**src/rtl/out_frame_fifo_pkg.sv**
```systemverilog
// Shared definitions for the output-frame streaming path.
package out_stream_pkg;

   localparam int PIX_W  = 8;
   localparam int BEAT_W = 3 * PIX_W;

   typedef enum logic [1:0] {
      IDLE = 2'd0,
      RUN  = 2'd1,
      DONE = 2'd2
   } state_t;

endpackage

```
**src/rtl/out_frame_fifo_if.sv**
```systemverilog
// Three-channel pixel stream with valid/ready handshake and end-of-line flag.
interface out_frame_fifo_if;
   import out_stream_pkg::*;

   logic [PIX_W-1:0] data0;
   logic [PIX_W-1:0] data1;
   logic [PIX_W-1:0] data2;
   logic             valid;
   logic             ready;
   logic             eol;

   // Producer side: drives beats and the line marker.
   modport master (output data0, data1, data2, valid, eol, input ready);
   // Consumer side: the line marker is not needed on the upstream leg.
   modport slave  (input data0, data1, data2, valid, output ready);
endinterface

```
**src/rtl/out_frame_fifo_sync_fifo.sv**
```systemverilog
// Registered-output synchronous FIFO; a written entry is visible one cycle later.
module sync_fifo #(
   parameter int WIDTH = 24,
   parameter int DEPTH = 4
) (
   input  logic             clk,
   input  logic             reset,
   input  logic             wr_en,
   input  logic [WIDTH-1:0] wr_data,
   input  logic             rd_en,
   output logic [WIDTH-1:0] rd_data,
   output logic             full,
   output logic             empty
);
   localparam int PTR_W = (DEPTH > 1) ? $clog2(DEPTH) : 1;
   localparam int CNT_W = $clog2(DEPTH + 1);

   logic [WIDTH-1:0] mem_q [DEPTH];
   logic [WIDTH-1:0] mem_d [DEPTH];
   logic [PTR_W-1:0] wr_ptr_q, wr_ptr_d;
   logic [PTR_W-1:0] rd_ptr_q, rd_ptr_d;
   logic [CNT_W-1:0] cnt_q, cnt_d;
   logic             do_wr_s;
   logic             do_rd_s;

   assign full    = (cnt_q == CNT_W'(DEPTH));
   assign empty   = (cnt_q == CNT_W'(0));
   assign do_wr_s = wr_en & ~full;
   assign do_rd_s = rd_en & ~empty;
   assign rd_data = mem_q[rd_ptr_q];

   // Next storage, pointer and occupancy; pointers wrap since DEPTH is a power of two.
   always_comb begin
      mem_d    = mem_q;
      wr_ptr_d = wr_ptr_q;
      rd_ptr_d = rd_ptr_q;
      cnt_d    = cnt_q;
      if (do_wr_s) begin
         mem_d[wr_ptr_q] = wr_data;
         wr_ptr_d        = wr_ptr_q + PTR_W'(1);
      end else begin
         wr_ptr_d = wr_ptr_q;
      end
      if (do_rd_s) begin
         rd_ptr_d = rd_ptr_q + PTR_W'(1);
      end else begin
         rd_ptr_d = rd_ptr_q;
      end
      case ({do_wr_s, do_rd_s})
         2'b10:   cnt_d = cnt_q + CNT_W'(1);
         2'b01:   cnt_d = cnt_q - CNT_W'(1);
         default: cnt_d = cnt_q;
      endcase
   end

   // Storage and pointer registers; reset clears contents so the head reads zero.
   always_ff @(posedge clk) begin
      if (reset) begin
         for (int i = 0; i < DEPTH; i++) begin
            mem_q[i] <= WIDTH'(0);
         end
         wr_ptr_q <= PTR_W'(0);
         rd_ptr_q <= PTR_W'(0);
         cnt_q    <= CNT_W'(0);
      end else begin
         mem_q    <= mem_d;
         wr_ptr_q <= wr_ptr_d;
         rd_ptr_q <= rd_ptr_d;
         cnt_q    <= cnt_d;
      end
   end
endmodule

```
**src/rtl/out_frame_fifo.sv**
```systemverilog
// Frame-bounded output buffer: accepts exactly one frame of beats per start
// pulse, forwards them through a small FIFO and flags line ends and frame done.
module out_frame_fifo
   import out_stream_pkg::*;
#(
   parameter int DEPTH = 4,
   parameter int IMG_W = 256,
   parameter int IMG_H = 256
) (
   input  logic                    clk,
   input  logic                    reset,
   input  logic                    start_in,
   out_frame_fifo_if.slave         in_if,
   out_frame_fifo_if.master        out_if,
   output logic                    stop_out
);
   localparam int FRAME = IMG_W * IMG_H;
   localparam int CNT_W = $clog2(FRAME + 1);
   localparam int COL_W = (IMG_W > 1) ? $clog2(IMG_W) : 1;

   state_t            state_q, state_d;
   logic [CNT_W-1:0]  in_cnt_q, in_cnt_d;
   logic [CNT_W-1:0]  out_cnt_q, out_cnt_d;
   logic [COL_W-1:0]  col_q, col_d;
   logic              stop_out_q, stop_out_d;

   logic              fifo_full_s;
   logic              fifo_empty_s;
   logic [BEAT_W-1:0] fifo_rd_data_s;
   logic              in_ready_s;
   logic              push_s;
   logic              pop_s;

   // Ready depends only on registered state so it never loops back through valid.
   assign in_ready_s   = (state_q == RUN) & ~fifo_full_s & (in_cnt_q < CNT_W'(FRAME));
   assign in_if.ready  = in_ready_s;
   assign push_s       = in_if.valid & in_ready_s;
   assign out_if.valid = ~fifo_empty_s;
   assign pop_s        = out_if.valid & out_if.ready;
   assign out_if.data0 = fifo_rd_data_s[PIX_W-1:0];
   assign out_if.data1 = fifo_rd_data_s[2*PIX_W-1:PIX_W];
   assign out_if.data2 = fifo_rd_data_s[3*PIX_W-1:2*PIX_W];
   assign out_if.eol   = out_if.valid & (col_q == COL_W'(IMG_W - 1));
   assign stop_out     = stop_out_q;

   sync_fifo #(
      .WIDTH (BEAT_W),
      .DEPTH (DEPTH)
   ) u_fifo (
      .clk     (clk),
      .reset   (reset),
      .wr_en   (push_s),
      .wr_data ({in_if.data2, in_if.data1, in_if.data0}),
      .rd_en   (pop_s),
      .rd_data (fifo_rd_data_s),
      .full    (fifo_full_s),
      .empty   (fifo_empty_s)
   );

   // Frame FSM and beat/column counters; a start only takes effect outside RUN.
   always_comb begin
      state_d   = state_q;
      in_cnt_d  = in_cnt_q;
      out_cnt_d = out_cnt_q;
      col_d     = col_q;
      if (push_s) begin
         in_cnt_d = in_cnt_q + CNT_W'(1);
      end else begin
         in_cnt_d = in_cnt_q;
      end
      if (pop_s) begin
         out_cnt_d = out_cnt_q + CNT_W'(1);
         col_d     = (col_q == COL_W'(IMG_W - 1)) ? COL_W'(0) : col_q + COL_W'(1);
      end else begin
         out_cnt_d = out_cnt_q;
         col_d     = col_q;
      end
      case (state_q)
         IDLE, DONE: begin
            if (start_in) begin
               state_d   = RUN;
               in_cnt_d  = CNT_W'(0);
               out_cnt_d = CNT_W'(0);
               col_d     = COL_W'(0);
            end else begin
               state_d = state_q;
            end
         end
         RUN: begin
            if (pop_s && (out_cnt_q == CNT_W'(FRAME - 1))) begin
               state_d = DONE;
            end else begin
               state_d = RUN;
            end
         end
         default: state_d = IDLE;
      endcase
      stop_out_d = (state_d == DONE);
   end

   // Control registers; reset dominates start and both handshakes.
   always_ff @(posedge clk) begin
      if (reset) begin
         state_q    <= IDLE;
         in_cnt_q   <= CNT_W'(0);
         out_cnt_q  <= CNT_W'(0);
         col_q      <= COL_W'(0);
         stop_out_q <= 1'b0;
      end else begin
         state_q    <= state_d;
         in_cnt_q   <= in_cnt_d;
         out_cnt_q  <= out_cnt_d;
         col_q      <= col_d;
         stop_out_q <= stop_out_d;
      end
   end
endmodule

```
**src/flat_wrapper.sv**
```systemverilog
// flat-port wrapper written by rule: the top's interface ports become plain ports
module out_frame_fifo_flat import out_stream_pkg::*;
#(
   parameter int DEPTH = 4,
   parameter int IMG_W = 256,
   parameter int IMG_H = 256
)
  (clk, reset, start_in, stop_out, in_if_data0, in_if_data1, in_if_data2, in_if_valid, in_if_ready, out_if_data0, out_if_data1, out_if_data2, out_if_valid, out_if_eol, out_if_ready);
  out_frame_fifo_if in_if_i ();
  out_frame_fifo_if out_if_i ();
  input  logic clk;
  input  logic reset;
  input  logic start_in;
  output logic stop_out;
  input wire logic [$bits(in_if_i.data0)-1:0] in_if_data0;
  input wire logic [$bits(in_if_i.data1)-1:0] in_if_data1;
  input wire logic [$bits(in_if_i.data2)-1:0] in_if_data2;
  input wire logic [$bits(in_if_i.valid)-1:0] in_if_valid;
  output wire logic [$bits(in_if_i.ready)-1:0] in_if_ready;
  output wire logic [$bits(out_if_i.data0)-1:0] out_if_data0;
  output wire logic [$bits(out_if_i.data1)-1:0] out_if_data1;
  output wire logic [$bits(out_if_i.data2)-1:0] out_if_data2;
  output wire logic [$bits(out_if_i.valid)-1:0] out_if_valid;
  output wire logic [$bits(out_if_i.eol)-1:0] out_if_eol;
  input wire logic [$bits(out_if_i.ready)-1:0] out_if_ready;
  assign in_if_i.data0 = in_if_data0;
  assign in_if_i.data1 = in_if_data1;
  assign in_if_i.data2 = in_if_data2;
  assign in_if_i.valid = in_if_valid;
  assign in_if_ready = in_if_i.ready;
  assign out_if_data0 = out_if_i.data0;
  assign out_if_data1 = out_if_i.data1;
  assign out_if_data2 = out_if_i.data2;
  assign out_if_valid = out_if_i.valid;
  assign out_if_eol = out_if_i.eol;
  assign out_if_i.ready = out_if_ready;
  out_frame_fifo #(.DEPTH(DEPTH), .IMG_W(IMG_W), .IMG_H(IMG_H)) u_core (.clk(clk), .reset(reset), .start_in(start_in), .in_if(in_if_i), .out_if(out_if_i), .stop_out(stop_out));
endmodule
```
**config.mk**
```make
export PLATFORM = sky130hd
export DESIGN_NAME = out_frame_fifo_flat
export DESIGN_NICKNAME = d
export VERILOG_FILES = /design/src/rtl/out_frame_fifo_pkg.sv /design/src/rtl/out_frame_fifo_if.sv /design/src/rtl/out_frame_fifo_sync_fifo.sv /design/src/rtl/out_frame_fifo.sv /design/src/flat_wrapper.sv
export SDC_FILE = /design/constraint.sdc
export NUM_CORES = 1
export LEC_CHECK = 0
export ABC_CLOCK_PERIOD_IN_PS = 7500
export BUFFER_PORTS_ARGS = -buffer_cell sky130_fd_sc_hd__buf_2
export CAP_MARGIN = 20
export CORE_MARGIN = 2
export CORE_UTILIZATION = 55
export DETAILED_ROUTE_END_ITERATION = 7
export HOLD_SLACK_MARGIN = 0.03
export PLACE_DENSITY = 0.75
export SKIP_LAST_GASP = 1
export SYNTH_ARGS = -nofsm -noshare
export SYNTH_HDL_FRONTEND = slang
export SYNTH_SLANG_ARGS = --single-unit
export TNS_END_PERCENT = 100
```
**constraint.sdc**
```tcl
create_clock -name clk -period 7.5 [get_ports clk]
set_input_delay 0.75 -clock clk [delete_from_list [all_inputs] [get_ports clk]]
set_output_delay 0.75 -clock clk [all_outputs]
set_load 0.03 [all_outputs]
```
==> reports/qor.yml, run 1 <==
run_status:
  outcome: "finished, final reports clean"
worst_hold_path:
  hold_path.startpoint: "u_core.u_fifo.mem_q[43]"
  hp-class: "register to register"
  hold_end: "u_core.u_fifo.mem_q[43]"
  whs_path_depth: 2
floorplanning:
  num_rows: 39
  core_sq_um: 11300
  die_area_sq_um: 12300
  io_pins: 57
  start_util_pct: 55.8
  die_x_um: 111
  die_y_um: 111
synthesis:
  syn_inst: 734
  synthSimpleGateAreaFrac_pct: 22.6
  synth-xor-area-share_pct: 3.90
  ys_async_sr_fraction_pct: 0
  synth-adder-area-share_pct: 2.11
  synth_edf_count: 0
  yosys.area.top_type: "dfxtp_1"
  ys.flop_type: "dfxtp_1"
  syn_area_sq_um: 6290
  yosysUniqueCellTypes: 37
  synth_top_area_share_pct: 47.1
  synth.ff_latch_count: 148
  synth_compound_area_share_pct: 11.4
  synth_top_family_by_area: "simple AND/OR/NAND/NOR gates"
  synth_nets: 773
  synthMuxAreaShare_pct: 8.60
  synth.area.top_cells: "dfxtp_1, nand2_1, a21oi_1, mux4_2, nor2_1"
  yosys_warnings: 0
  syn_avg_cell_area_sq_um: 8.56
  ys_seq_area_share_pct: 47.1
route:
  drt-total-wl_um: 14000
  wl_per_cell_um: 15.2
  drt_iter0_markers: 338
  routed_via_density: 5.63
  dr.pass1.iters: 5
  drtAntennaViolNets: 0
  drc: 0
  vias: 5192
worst_setup_path:
  crit_fanout: 26
  worstSetupPathType: "register to output port"
  worst-r2r-setup-slack_ps: 4850
  required_ps: 6750
  start_kind: "register"
  cp.arrival_ps: 2210
  ff2ff_path_depth: 8
  rr_endpoint: "u_core.u_fifo.cnt_q[2]"
  crit-reg2reg-launch: "u_core.u_fifo.cnt_q[2]"
  end_kind: "output port"
cts:
  cts_tree: "yes"
  cts_setup_buffers: 0
  numCtsBuffers: 17
  cts-resized-gates: 0
  clockBufferDepth: 2
  cts.sinks: 148
  clock-root-buffer: "clkbuf_16"
  hold_buffers: 0
  clk_latency_ps: 420
  htree_levels: 4
  clk_pin_slew_ps: 60
global_routing:
  grt_pass1_vias: 4921
  antenna_found_initial: 0
  grt_max_degree: 109
  gr-total-overflow: 0
  grt_pass1_wl_um: 23000
  grtUsageTotal_pct: 22.9
layout:
  diodes: 0
  synthToLayoutAreaGrowth_pct: 14.6
  drive_gt1_share_pct: 16.0
  final_common_cell: "nand2_1"
  nNetsFinal: 805
  final_cell_mix: "nand2_1, dfxtp_1, a21oi_1, buf_2, nor2_1"
power:
  power-per-cell-area_nw_per_um2: 266
  leakagePower_nw: 2.51
  ir_drop_mv: 0.216
run:
  maxCapViolCount: 0
sta:
  hold_viol: 0
  tightestPinTransition_ps: 1100
  fmax_ghz: 0.338
  whs_ps: 454
  period_needed_ps: 2960
  slew_headroom_pct: 26.5
  fin_skew_ps: 9.96
  drv_slew: 0
  finalSetupViolations: 0
  tns_ps: 0
  rsz0062_at_grt: "no"
  fin_crit_sh_pct: 39.4
placed_design:
  dp_hpwl_um: 8510
  port_buffers: 56
  globalplace.congestion: 0.751
## synth_stat cells, types with 2 or more instances
| cell type | instances |
|---|---|
| or3_1 | 12 |
| o31ai_1 | 6 |
| nand4_1 | 9 |
| or4_1 | 6 |
| and4_1 | 2 |
| nor2b_1 | 3 |
| inv_1 | 12 |
| nand3_1 | 17 |
| dfxtp_1 | 148 |
| nor4_1 | 6 |
| mux4_2 | 24 |
| and3_1 | 10 |
| o21ai_0 | 10 |
| xnor2_1 | 13 |
| ha_1 | 9 |
| or2_2 | 2 |
| buf_2 | 20 |
| nand2_1 | 213 |
| nor2_1 | 36 |
| a21oi_1 | 117 |
| clkbuf_1 | 27 |
| xor2_1 | 15 |
| nor3_1 | 3 |
## worst max-delay path, cell delays in order (launching register included)
cell     delay [ps]
dfxtp_2         970
mux4_2          620
buf_2           200
## cell families after synthesis
family,after synthesis
AOI/OAI and AO/OA,137
xor gates and xnor gates,28
adders and majority gates,10
buffers and inverters,62
DFF,148
muxes,24
and+or+nand+nor,325
## cell type report
| class | instances | area [sq um] |
|---|---|---|
| Clock buffer | 19 | 453 |
| Multi-Input combinational cell | 524 | 3050 |
| Fill cell | 923 | 4070 |
| Timing Repair Buffer | 63 | 360 |
| Clock inverter | 13 | 146 |
| Tap cell | 143 | 179 |
| Inverter | 12 | 45.0 |
| Sequential cell | 148 | 2960 |
## worst max path at each step
stage / cells after the start / from / end
2_1_floorplan: 10 / in_if_valid / u_core.u_fifo.cnt_q[2]
3_3_place_gp: 10 / out_if_ready / u_core.u_fifo.cnt_q[2]
3_5_place_dp: 5 / in_if_valid / u_core.u_fifo.mem_q[21]
4_1_cts: 2 / u_core.u_fifo.rd_ptr_q[0] / out_if_data0[6]
5_1_grt: 2 / u_core.u_fifo.rd_ptr_q[0] / out_if_data0[6]
6_report: 2 / u_core.u_fifo.rd_ptr_q[0] / out_if_data1[4]
## through the flow
stage / instances / setup WS (ps) / util [%] / area [sq um] / power, mW
floorplan: 734 / 4860 / - / 6290 / 1.02
global route: 922 / 4380 / 63.9 / 7200 / 1.99
CTS: 920 / 4480 / 63.5 / 7160 / 1.93
global placement: 888 / 4660 / 58.2 / 6560 / 1.07
finish: 922 / 4540 / 63.9 / 7200 / 1.91
detailed placement: 888 / 4590 / 58.2 / 6560 / 1.08
## registers in the layout, indices dropped and copies added (netlist names)
signal,cells
u_core.u_fifo.cnt_q,3
u_core.u_fifo.rd_ptr_q,2
u_core.out_cnt_q,17
u_core.u_fifo.mem_q,96
u_core.stop_out,1
u_core.u_fifo.wr_ptr_q,2
u_core.col_q,8
u_core.in_cnt_q,17
u_core.state_q,2
## where the power goes
part / leakage [nW] / total (mW) / internal [mW] / switching [mW]
clock network: 0.291 / 0.850 / 0.512 / 0.338
registers: 1.19 / 0.850 / 0.806 / 0.0442
logic: 1.02 / 0.213 / 0.0881 / 0.125
total: 2.51 / 1.91 / 1.41 / 0.506
## routing by layer
| metal | track usage (%) | up-vias | wire [um] |
|---|---|---|---|
| met5 | 0 | - | 0 |
| met4 | 7.33 | 0 | 151 |
| met3 | 5.52 | 13 | 755 |
| met2 | 39.6 | 138 | 7240 |
| met1 | 28.3 | 2476 | 5870 |
| li1 | - | 2565 | - |
Note: power is estimated with default switching activity, not from simulation.
==> run 2, diff against run 1 <==
- ABC_CLOCK_PERIOD_IN_PS: 7500 -> 2500
- CORE_UTILIZATION: 55 -> 53
- clock period: 7.5 -> 2.5 ns (I/O delays scaled with it)
==> run 2 against run 1 <==
  * The flow now finishes with violations (design-rule violations)
  * Clock skew is 1.0 ps lower
  * Register-to-register slack worse by 4600 ps
  * Design area is 1.6% higher
  * Count of clock-buffer cells in the layout is 7 higher
  * Die area is 3.6% higher
  * Setup slack worse by 4400 ps
  * Power grew to 3.0 times the previous value
  * Wire length is 5.3% higher
  * Sequential power grew to 3.0 times the previous value
  * Combinational power grew to 3.5 times the previous value
  * First-iteration DRC count is 26% higher
  * Critical path depth is 1 higher
==> reports/qor.yml, run 2 (synthesis gave the netlist of run 1 again) <==
sta:
  postLayoutSetupSlackWorst_ps: 174  # -4370 ps
  drv_slew: 0  # unchanged
  period_needed_ps: 2330
  fmax_ghz: 0.430
  tightestPinTransition_ps: 682  # -421 ps
  tns_ps: 0  # unchanged
  fin_skew_ps: 8.91  # -1.05 ps
  finalSetupViolations: 0  # unchanged
  slew_headroom_pct: 54.5  # +28 points
  rsz0062_at_grt: "no"
  fin_crit_sh_pct: 93.0
  hold_viol: 0  # unchanged
cts:
  clock-root-buffer: "clkbuf_16"
  cts.sinks: 148  # unchanged
  clk_latency_ps: 420  # about the same
  cts_tree: "yes"
  clockBufferDepth: 2  # unchanged
  numCtsBuffers: 17  # unchanged
  hold_buffers: 0  # unchanged
  clk_pin_slew_ps: 60  # about the same
  cts_setup_buffers: 0  # unchanged
  htree_levels: 4  # unchanged
  cts-resized-gates: 0  # unchanged
worst_setup_path:
  required_ps: 2250  # -4500 ps
  crit-reg2reg-launch: "u_core.u_fifo.cnt_q[2]"
  worstSetupPathType: "register to output port"
  crit_fanout: 13  # -50%
  ff2ff_path_depth: 8  # unchanged
  end_kind: "output port"
  worst-r2r-setup-slack_ps: 210  # -4640 ps
  path_cells: "buf_4 > mux4_2 > buf_2"
  cp.buffers_inverters: 2  # +1
  crit_cells: 3  # +1
  critPathMaxStageDelay_ps: 620  # -350 ps
  crit_family: "flip-flops"
  crit_slowest_cell: "dfxtp_2"
  cp.arrival_ps: 2080  # -130 ps
  start_kind: "register"
  crit_start: "u_core.u_fifo.rd_ptr_q[0]"
  endpoint: "out_if_data2[2]"
  rr_endpoint: "u_core.u_fifo.cnt_q[2]"
placed_design:
  post-place-ws_ps: 210  # -4380 ps
  port_buffers: 56  # unchanged
  globalplace.congestion: 0.777  # +3.5%
  dp_hpwl_um: 9260  # +8.8%
layout:
  synthToLayoutAreaGrowth_pct: 16.4
  drive_gt1_share_pct: 16.8  # +0.79 points
  nNetsFinal: 816  # +1.4%
  largest_registers: "u_core.u_fifo.mem_q: 96 flops, u_core.in_cnt_q: 17 flops, u_core.out_cnt_q: 17 flops"
  regMostFlops: "u_core.u_fifo.mem_q"
  final_common_cell: "nand2_1"
  final_cell_mix: "nand2_1, dfxtp_1, a21oi_1, buf_2, nor2_1"
  diodes: 0  # unchanged
  largest_reg_flops: 96  # unchanged
route:
  dr.pass1.iters: 7  # +2
  wl_per_cell_um: 15.8  # +4.1%
  drtAntennaViolNets: 0  # unchanged
  drc: 5  # +5
  drt_iter0_markers: 425  # +26%
  vias: 5326  # +2.6%
  drt-total-wl_um: 14800  # +5.3%
  routed_via_density: 5.71  # +1.4%
floorplanning:
  die_area_sq_um: 12700  # +3.6%
  core_sq_um: 11500  # +2.2%
  start_util_pct: 54.6  # -1.2 points
  io_pins: 57  # unchanged
  num_rows: 39  # unchanged
  die_y_um: 113  # +1.8%
  die_x_um: 113  # +1.8%
power:
  power-per-cell-area_nw_per_um2: 796  # +200%
  leakagePower_nw: 2.57  # +2.5%
  ir_drop_mv: 0.531  # +150%
worst_hold_path:
  whs_path_depth: 3  # +1
  hp-class: "input pin to register"
global_routing:
  grt_pass1_vias: 5172  # +5.1%
  grt_pass1_wl_um: 24000  # +4.4%
  gr-total-overflow: 0  # unchanged
  grtUsageTotal_pct: 23.7  # +0.75 points
  antenna_found_initial: 0  # unchanged
  grt_max_degree: 57  # -48%
run_status:
  violations: "design-rule violations"
  outcome: "finished with violations"
run:
  maxCapViolCount: 0  # unchanged
run 2: cell types whose count changed in the layout (fill, tap and decap cells not counted), sizes merged:
| cell | delta |
|---|---|
| buf | +11 |
| clkbuf | +7 |
| inv | -5 |
| clkinv | -3 |
| clkinvlp | +1 |
run 2: worst min path at each step:
| stage | startpoint | end | slack [ps] |
|---|---|---|---|
| 2_1_floorplan | in_if_data0[0] | u_core.u_fifo.mem_q[0] | 390 |
| 3_3_place_gp | u_core.u_fifo.mem_q[32] | u_core.u_fifo.mem_q[32] | 440 |
| 3_5_place_dp | u_core.u_fifo.mem_q[9] | u_core.u_fifo.mem_q[9] | 440 |
| 4_1_cts | in_if_data2[7] | u_core.u_fifo.mem_q[23] | 90 |
| 5_1_grt | in_if_data2[0] | u_core.u_fifo.mem_q[88] | 90 |
| 6_report | in_if_data0[3] | u_core.u_fifo.mem_q[51] | 100 |
run 2: routing by layer:
| layer | vias up | routed length, um | share of wire, % | GRT usage, % |
|---|---|---|---|---|
| met4 | 0 | 221 | 1.5 | 9.35 |
| met1 | 2575 | 6060 | 41 | 28.1 |
| met2 | 148 | 7670 | 52 | 41.8 |
| met5 | - | 0 | 0 | 0 |
| met3 | 21 | 815 | 5.5 | 5.36 |
| li1 | 2582 | - | - | - |
run 2: worst reg2reg max path, delay by kind of cell (launching register included):
kind	cells	cell delay (ps)
buffers and inverters	1	60
and+or+nand+nor	3	880
adders and majority gates	2	590
AOI/OAI and AO/OA	1	140
DFF	1	390
xor gates and xnor gates	1	170
run 2: where the power goes:
| part | switching (mW) | internal (mW) |
|---|---|---|
| Combinational | 0.440 | 0.295 |
| Sequential | 0.0865 | 2.42 |
| Clock | 0.951 | 1.63 |
run 2: area by class of cell:
cell class	instances	area, sq um
clock inverters	6	91.3
repair buffers	74	465
inverters	12	45.0
clock buffers	26	519
flip-flops and latches	148	2960
fillers	960	4200
well taps	143	179
multi-input cells	524	3050
run 2: stage by stage:
stage               instances  instance area, sq um  total power [mW]  hold slack (ps)  util, %
floorplan                 734                  6290              3.06              386        -
global placement          901                  6710              3.26              438     58.2
detailed placement        901                  6710              3.29              444     58.2
CTS                       933                  7320              5.86             86.7     63.5
global route              933                  7320              6.03             92.4     63.5
finish                    933                  7320              5.82             96.3     63.5
==> run 3, diff against run 2 <==
- CORE_MARGIN: 2 -> unset
- PLACE_DENSITY: 0.75 -> 0.85
==> run 3 against run 2 <==
  * The run now ends clean
  * Count of clock-buffer cells in the layout fell by 7
  * Non-clock buffer count decreased by 7
  * Setup slack better by 2.7 ps
  * Die area is 3.5% lower
  * Sequential power about the same
  * Worst hold slack better by 7.4 ps
  * Core utilization is 0.60 points lower
  * Global-route usage shrank 0.49 points
  * Largest cell class unchanged
  * Largest power group unchanged
==> reports/qor.yml, run 3 (synthesis gave the netlist of run 1 again) <==
layout:
  regMostFlops: "u_core.u_fifo.mem_q"
  final_cell_mix: "nand2_1, dfxtp_1, a21oi_1, buf_2, nor2_1"
  fin_cells: 925  # -0.86%
  diodes: 0  # unchanged
  final_common_cell: "nand2_1"
  synthToLayoutAreaGrowth_pct: 14.8
  drive_gt1_share_pct: 16.2  # -0.60 points
  largest_registers: "u_core.u_fifo.mem_q: 96 flops, u_core.in_cnt_q: 17 flops, u_core.out_cnt_q: 17 flops"
  fill_cells: 932  # -2.9%
  largest_reg_flops: 96  # unchanged
  ff_latch_area_sq_um: 2960  # unchanged
  nNetsFinal: 809  # -0.86%
  multi_input_area_sq_um: 3050  # unchanged
placed_design:
  place_inst: 894  # -0.78%
  port_buffers: 56  # unchanged
  dp_hpwl_um: 8230  # -11%
  globalplace.congestion: 0.747  # -3.9%
worst_setup_path:
  worstSetupPathType: "register to register"
  end_kind: "register"
  crit_fanout: 5  # -8
  required_ps: 2840  # +590 ps
  cp.arrival_ps: 2660  # +580 ps
  crit-reg2reg-launch: "u_core.u_fifo.cnt_q[2]"
  crit_start: "u_core.u_fifo.cnt_q[2]"
  start_kind: "register"
sta:
  drv_slew: 0  # unchanged
  fin_crit_sh_pct: 92.9  # -0.11 points
  rsz0062_at_grt: "no"
  hold_viol: 0  # unchanged
  slew_headroom_pct: 24.5  # -30 points
  fmax_ghz: 0.430  # +0.12%
  whs_ps: 104  # +7.37 ps
  tightestPinTransition_ps: 1130  # +450 ps
  tns_ps: 0  # unchanged
  finalSetupViolations: 0  # unchanged
  fin_skew_ps: 5.28  # -3.63 ps
  period_needed_ps: 2320  # -2.68 ps
cts:
  numCtsBuffers: 17  # unchanged
  cts-resized-gates: 0  # unchanged
  cts.sinks: 148  # unchanged
  clockBufferDepth: 2  # unchanged
  htree_levels: 4  # unchanged
  cts_setup_buffers: 0  # unchanged
  clock-root-buffer: "clkbuf_16"
  cts_tree: "yes"
  clk_latency_ps: 410  # about the same
  clk_pin_slew_ps: 60  # about the same
  hold_buffers: 0  # unchanged
worst_hold_path:
  hp-class: "input pin to register"
  hold_path.startpoint: "in_if_data1[4]"
global_routing:
  antenna_found_initial: 0  # unchanged
  grt_pass1_vias: 4860  # -6.0%
  gr-total-overflow: 0  # unchanged
  grt_pass1_wl_um: 22900  # -4.6%
  grtUsageTotal_pct: 23.2  # -0.49 points
  grt_max_degree: 107  # +88%
power:
  leakagePower_nw: 2.52  # -1.9%
  p_clk_share_pct: 44.3  # about the same
  power.switching_mw: 1.48  # about the same
  internal-power_mw: 4.31  # -0.92%
  pwr-share-seq_pct: 43.1  # about the same
  netSwitchingFraction_pct: 25.6  # +0.18 points
  ir_drop_mv: 0.570  # +7.2%
  power.share.combinational_pct: 12.6  # about the same
  power-per-cell-area_nw_per_um2: 801  # +0.70%
route:
  drt-total-wl_um: 13600  # -7.8%
  drtAntennaViolNets: 0  # unchanged
  dr.pass1.iters: 5  # -2
  met2_length_um: 6740  # -12%
  wl_per_cell_um: 14.7  # -7.0%
  wl_met1_um: 5920  # -2.2%
  drt_iter0_markers: 384  # -9.6%
  met3_length_um: 714  # -12%
  top_layer: "met4"
  routed_via_density: 5.57  # -2.4%
  vias: 5152  # -3.3%
  drc: 0  # -5
floorplanning:
  num_rows: 39  # unchanged
  die_x_um: 111  # -1.8%
  start_util_pct: 54.8  # +0.23 points
  io_pins: 57  # unchanged
  die_area_sq_um: 12300  # -3.5%
  die_y_um: 111  # -1.8%
  core_sq_um: 11500  # -0.42%
run_status:
  outcome: "finished, final reports clean"
run:
  maxCapViolCount: 0  # unchanged
## run 3: cell types whose count changed in the layout (fill, tap and decap cells not counted)
cell	previous run	this run
buf_12	4	1
buf_2	56	55
buf_4	14	11
bufinv_16	2	3
clkbuf_1	3	1
clkbuf_8	6	1
clkinv_2	0	3
clkinv_4	1	2
clkinvlp_4	3	2
inv_6	0	2
## run 3: final timing paths
kind / endpoint / slack (ps) / cells past startpoint
max reg2reg: u_core.u_fifo.cnt_q[2] / 180 / 8
max: u_core.u_fifo.cnt_q[2] / 180 / 8
min: u_core.u_fifo.mem_q[84] / 100 / 3
min reg2reg: u_core.u_fifo.mem_q[74] / 450 / 2
## run 3: critical path, stage by stage, from the launching register on
cell	delay, ps
dfxtp_1	380
or3b_1	400
nand2_1	190
ha_1	220
inv_1	60
fa_1	370
xor2_1	170
or3_1	320
a21oi_1	140
## run 3: cell type report
class / count / share of cell area, %
clock buffer: 19 / 6.14
clock inverter: 12 / 2.15
multi-input combinational: 524 / 42.3
tap: 143 / 2.48
inverter: 12 / 0.624
sequential: 148 / 41.1
timing repair buffer: 67 / 5.23
## run 3: per-stage QoR
stage / power (mW) / utilization (%) / instance area, sq um / setup WS (ps)
global placement: 3.27 / 57.7 / 6620 / 294
CTS: 5.82 / 62.9 / 7220 / 173
finish: 5.78 / 62.9 / 7220 / 177
detailed placement: 3.28 / 57.7 / 6620 / 193
global route: 5.99 / 62.9 / 7220 / 71.3
floorplan: 3.06 / - / 6290 / 82.1
## run 3: per-layer routing
metal / vias to the layer above / GRT usage, %
met5: - / 0
met2: 133 / 38.7
met4: 0 / 8.53
met1: 2436 / 29.2
li1: 2562 / -
met3: 21 / 5.41
## run 3: power groups by stage
stage / sequential (mW) / clock, mW / combinational, mW
final: 2.49 / 2.56 / 0.728
after global routing: 2.50 / 2.70 / 0.792
after CTS: 2.49 / 2.59 / 0.733
after detailed placement: 2.55 / 0 / 0.730
after global placement: 2.54 / 0 / 0.723
after floorplan: 2.50 / 0 / 0.564
